**src/rtl/multiplier_32bit.sv**
```systemverilog
// IEEE-754 binary32 multiplier, round-to-nearest-even, one-cycle registered output.
// Define SUBNORMAL_EN for gradual underflow; otherwise inputs are DAZ and outputs flush to zero.
module multiplier_32bit (
    input  logic        i_clk,
    input  logic        i_rst,
    input  logic        i_valid,
    input  logic [31:0] i_a,
    input  logic [31:0] i_b,
    output logic        o_valid,
    output logic [31:0] o_res,
    output logic        overflow
);

    localparam logic [31:0] QNAN = 32'h7fc0_0000;

    typedef struct packed {
        logic        sign;
        logic [7:0]  exp;
        logic [22:0] frac;
    } fp32_t;

    typedef struct packed {
        logic signed [9:0] exp;
        logic [23:0]       mant;
    } op_t;

`ifdef SUBNORMAL_EN
    function automatic logic [4:0] lzc24(input logic [23:0] v);
        logic [4:0] n;
        n = 5'd24;
        for (int i = 0; i < 24; i++) begin
            if (v[i]) n = 5'(23 - i);
        end
        return n;
    endfunction
`endif

    // Subnormals are renormalized so every significand reaching the multiplier has its MSB set.
    function automatic op_t unpack(input fp32_t f);
        op_t o;
`ifdef SUBNORMAL_EN
        logic [4:0] lz;
`endif
        o.exp  = $signed({2'b00, f.exp});
        o.mant = {1'b1, f.frac};
`ifdef SUBNORMAL_EN
        if (f.exp == 8'h00) begin
            lz     = lzc24({1'b0, f.frac});
            o.mant = {1'b0, f.frac} << lz;
            o.exp  = 10'sd1 - $signed({5'b0, lz});
        end
`endif
        return o;
    endfunction

    fp32_t a, b;
    op_t   op_a, op_b;
    logic  nan_a, nan_b, inf_a, inf_b, zero_a, zero_b;
    logic  sign;

    assign a    = i_a;
    assign b    = i_b;
    assign op_a = unpack(a);
    assign op_b = unpack(b);
    assign sign = a.sign ^ b.sign;

    assign nan_a = (a.exp == 8'hff) && (a.frac != '0);
    assign nan_b = (b.exp == 8'hff) && (b.frac != '0);
    assign inf_a = (a.exp == 8'hff) && (a.frac == '0);
    assign inf_b = (b.exp == 8'hff) && (b.frac == '0);
`ifdef SUBNORMAL_EN
    assign zero_a = (a.exp == 8'h00) && (a.frac == '0);
    assign zero_b = (b.exp == 8'h00) && (b.frac == '0);
`else
    assign zero_a = (a.exp == 8'h00);
    assign zero_b = (b.exp == 8'h00);
`endif

    logic [47:0]       prod;
    logic signed [9:0] exp_sum;

    assign prod    = op_a.mant * op_b.mant;
    assign exp_sum = op_a.exp + op_b.exp - 10'sd127;

    logic [47:0]       norm;
    logic signed [9:0] exp_n, exp_f;
    logic              subn, sticky_ext, guard, sticky, round_up;
    logic [23:0]       mant24;
    logic [24:0]       sum;
    logic [22:0]       frac;
    logic [31:0]       res_next;
    logic              ovf_next;
`ifdef SUBNORMAL_EN
    logic [5:0]        shamt;
    logic [95:0]       wide;
`endif

    // NOTE: every signal written here gets a value before any branch, so no latch can be inferred.
    always_comb begin
        norm       = prod[47] ? prod : {prod[46:0], 1'b0};
        exp_n      = exp_sum + (prod[47] ? 10'sd1 : 10'sd0);
        subn       = 1'b0;
        sticky_ext = 1'b0;
        res_next   = '0;
        ovf_next   = 1'b0;
`ifdef SUBNORMAL_EN
        shamt = '0;
        wide  = '0;
        if (exp_n <= 10'sd0) begin
            subn       = 1'b1;
            shamt      = (exp_n < -10'sd49) ? 6'd50 : 6'(10'sd1 - exp_n);
            wide       = {norm, 48'b0} >> shamt;
            norm       = wide[95:48];
            sticky_ext = |wide[47:0];
        end
`endif
        mant24   = norm[47:24];
        guard    = norm[23];
        sticky   = (|norm[22:0]) | sticky_ext;
        round_up = guard & (sticky | mant24[0]);
        sum      = {1'b0, mant24} + {24'b0, round_up};

        // A subnormal that rounds into the hidden bit becomes the smallest normal.
        if (subn) begin
            exp_f = sum[23] ? 10'sd1 : 10'sd0;
            frac  = sum[22:0];
        end else begin
            exp_f = exp_n + $signed({9'b0, sum[24]});
            frac  = sum[24] ? sum[23:1] : sum[22:0];
        end

        if (nan_a || nan_b) begin
            res_next = QNAN;
        end else if ((inf_a && zero_b) || (zero_a && inf_b)) begin
            res_next = QNAN;
        end else if (inf_a || inf_b) begin
            res_next = {sign, 8'hff, 23'h0};
        end else if (zero_a || zero_b) begin
            res_next = {sign, 31'h0};
        end else if (exp_f >= 10'sd255) begin
            res_next = {sign, 8'hff, 23'h0};
            ovf_next = 1'b1;
        end else if (!subn && (exp_f <= 10'sd0)) begin
            res_next = {sign, 31'h0};
        end else begin
            res_next = {sign, exp_f[7:0], frac};
        end
    end

    // NOTE: state updates use non-blocking assignments; reset is sampled on the clock edge.
    always_ff @(posedge i_clk) begin
        if (i_rst) begin
            o_valid  <= 1'b0;
            o_res    <= '0;
            overflow <= 1'b0;
        end else begin
            o_valid <= i_valid;
            if (i_valid) begin
                o_res    <= res_next;
                overflow <= ovf_next;
            end
        end
    end

endmodule

```
**config.mk**
```make
export PLATFORM = sky130hd
export DESIGN_NAME = multiplier_32bit
export DESIGN_NICKNAME = d
export VERILOG_FILES = /design/src/rtl/multiplier_32bit.sv
export SDC_FILE = /design/constraint.sdc
export NUM_CORES = 2
export LEC_CHECK = 0
export ABC_AREA = 1
export CAP_MARGIN = 20
export CORE_MARGIN = 8
export CORE_UTILIZATION = 32
export CTS_BUF_LIST = sky130_fd_sc_hd__clkbuf_16
export DETAILED_ROUTE_END_ITERATION = 8
export GPL_ROUTABILITY_DRIVEN = 0
export GPL_TIMING_DRIVEN = 1
export SETUP_SLACK_MARGIN = 0.3
export SYNTH_ARGS = -nofsm -noshare
export SYNTH_HDL_FRONTEND = slang
export SYNTH_SLANG_ARGS = --single-unit
```
**constraint.sdc**
```tcl
create_clock -name i_clk -period 16.35 [get_ports i_clk]
set_input_delay 1.635 -clock i_clk [delete_from_list [all_inputs] [get_ports i_clk]]
set_output_delay 1.635 -clock i_clk [all_outputs]
set_load 0.03 [all_outputs]
```
==> metrics.cfg <==
[setup_path]
timing.critical_path.mode_cell=nand2_1
reg2reg_slack_ns=15.49
crit_arrival_ns=12.91
crit_path_end_kind=flip-flop
start_kind=primary input
r2r_end=o_res[30]
reg2regPathDepth=3
max_stage_delay_ns=1.19
cp-endpoint=o_res[12]
crit_start=i_b[3]
crit_required_ns=16.46
cp_slowest_cell=clkdlybuf4s50_1
r2r-start=o_res[30]
cp_max_fo=38
critPathKind=primary input to flip-flop

[clocking]
clockBufferDepth=2
ctsHoldBuffers=0
clk_latency_ns=0.28
clockRootBuffer=clkbuf_16
cts_resized=0
cts.reportedPaths.clkPinSlew_ns=0.05
cts_buffers=5
cts_sinks=34
post_cts_buffers=0
cts_tree=done
htree_levels=2

[route]
first_pass_iters=5
vias=20700
viasPerCell=4.57
initialDrtViolationCount=1435
antenna_left=0
wl_um=69200
wl_per_cell_um=15.2
drc=0

[cells_and_area]
num_antenna_cells=0
fillers=8057
syn_to_final_growth_pct=8.97
drive_gt1_share_pct=3.20
layout.nets=4300

[synthesis]
synthCells=3531
synthTopCellsByArea=fa_1 40%, nand2_1 17%, inv_1 17%
synth_most_common_cell=nand2_1
ys.flop_type=dfxtp_1
synth.distinct_cells=46
ys_seq_elements=34
synth_top_area_share_pct=39.8
seq_area_frac_synth_pct=2.80
avgSynthCellArea_um2=6.90
yosysTopAreaCell=fa_1
synth_common_cells=1111 x nand2_1, 1074 x inv_1, 484 x fa_1, 189 x ha_1, 134 x nor2_1
syn-num-nets=4271
synth_enable_flop_cells=0
yosys_warnings=0
async_flop_share_pct=0
synth.cell_area_um2=24300

[floorplanning]
start_util_pct=32.2
io_pins=101
die_height_um=292
die_w_um=292
dieArea_um2=85200
coreArea_um2=75700
fp-row-count=101

[grt]
use_met1_pct=22.5
grt_max_degree=39
use_met2_pct=28.7
grt_remaining_overflow=0
grt_pass1_vias=21800
gr-usage-all-layers_pct=16.5
grt_busiest_layer=met2
met3_usage_pct=1.33
antenna_found_initial=0
grt_pass1_wl_um=116000

[sta]
setup_viol=0
grt_setup_unrepaired=no
hold_viol=0
finalCritPeriodShare_pct=78.3
maxSlewHeadroom_pct=26.9
tightest_slew_ns=1.09
setup_tns_ns=0
max_freq_mhz=78.1
skew_ns=0
drv_slew=0
min_period_ns=12.80

[placement]
numPortBuffers=100
hpwlAfterDp_um=57200

[run_status]
status=completed

[job]
max-cap-violations=0

[worst_hold_path]
worstHoldPathType=flip-flop to flip-flop

==> layout make-up <==
cell class / count / area, um^2 / share of cell area (%)
Clock inverter: 3 / 40.0 / 0.151
Sequential cell: 34 / 681 / 2.57
Timing Repair Buffer: 141 / 1320 / 4.99
Multi-Input combinational cell: 2298 / 19100 / 71.9
Tap cell: 978 / 1220 / 4.61
Inverter: 1080 / 4050 / 15.3
Clock buffer: 5 / 125 / 0.472
==> routing by layer <==
layer	vias to the layer above	part of all wire, %
met5	-	0
met4	0	1.7
met3	80	5.1
met2	526	48
met1	10100	45
li1	10000	-
==> state kept, by name, summed over array words and instances, names as in the netlist <==
signal,flops
o_res,32
overflow,1
o_valid,1
==> kinds of logic (layout without fill, tap and decap cells) <==
group                    after synthesis  after routing  share of synthesized area, %
flip-flops                            34             34                          2.80
buffers and inverters               1199           1229                          18.8
AO/OA/AOI/OAI                        114            114                          2.66
AND/OR/NAND/NOR                     1479           1479                          25.1
XOR/XNOR                              32             32                          1.15
adder cells (fa/ha/maj)              673            673                          49.5
==> cell usage in the layout, fill, tap and decap left out, drive strengths merged, types with 2 or more instances in the layout <==
cell and count:
nand3 108, buf 42, nand2 1137, nand4 36, a21oi 73, clkdlybuf4s50 99
fa 484, a21o 2, clkbuf 5, o21bai 9, and3 4, dfxtp 34
or2 4, nor3 15, nor2 153, inv 1079, nand3b 7, o21ai 15
clkinv 3, and2 3, o22ai 2, a31oi 3, xor2 19, xnor2 13
nor4 12, o311ai 4, ha 189
==> through the flow <==
stage	setup slack [ns]	cells	util, %	area, um^2	hold WS (ns)
final	3.55	4539	35.1	26500	0.465
after detailed placement	3.31	4530	34.8	26300	0.459
after global routing	2.53	4539	35.1	26500	0.495
after floorplan	5.20	3531	-	24300	0.595
after CTS	3.56	4538	35.0	26500	0.469
after global placement	3.49	4530	34.8	26300	0.458
==> worst max-delay path, delay by kind of cell <==
| family | cells | cell delay, ns |
|---|---|---|
| buffers and inverters | 13 | 2.09 |
| AND/OR/NAND/NOR | 27 | 3.44 |
| adder cells (fa/ha/maj) | 11 | 4.79 |
| AO/OA/AOI/OAI | 5 | 0.73 |
| XOR/XNOR | 1 | 0.18 |
==> how the worst min path moves through the flow <==
| stage | endpoint | from | depth (start not counted) |
|---|---|---|---|
| CTS | o_res[31] | o_res[31] | 2 |
| detailed placement | o_res[31] | o_res[31] | 2 |
| global placement | o_res[31] | o_res[31] | 2 |
| floorplan | o_res[13] | o_res[13] | 2 |
| finish | o_res[31] | o_res[31] | 2 |
| global route | o_res[11] | o_res[11] | 2 |
Power is not shown: default switching activity piles up to over one toggle a cycle in this logic, so the estimate is an artifact.
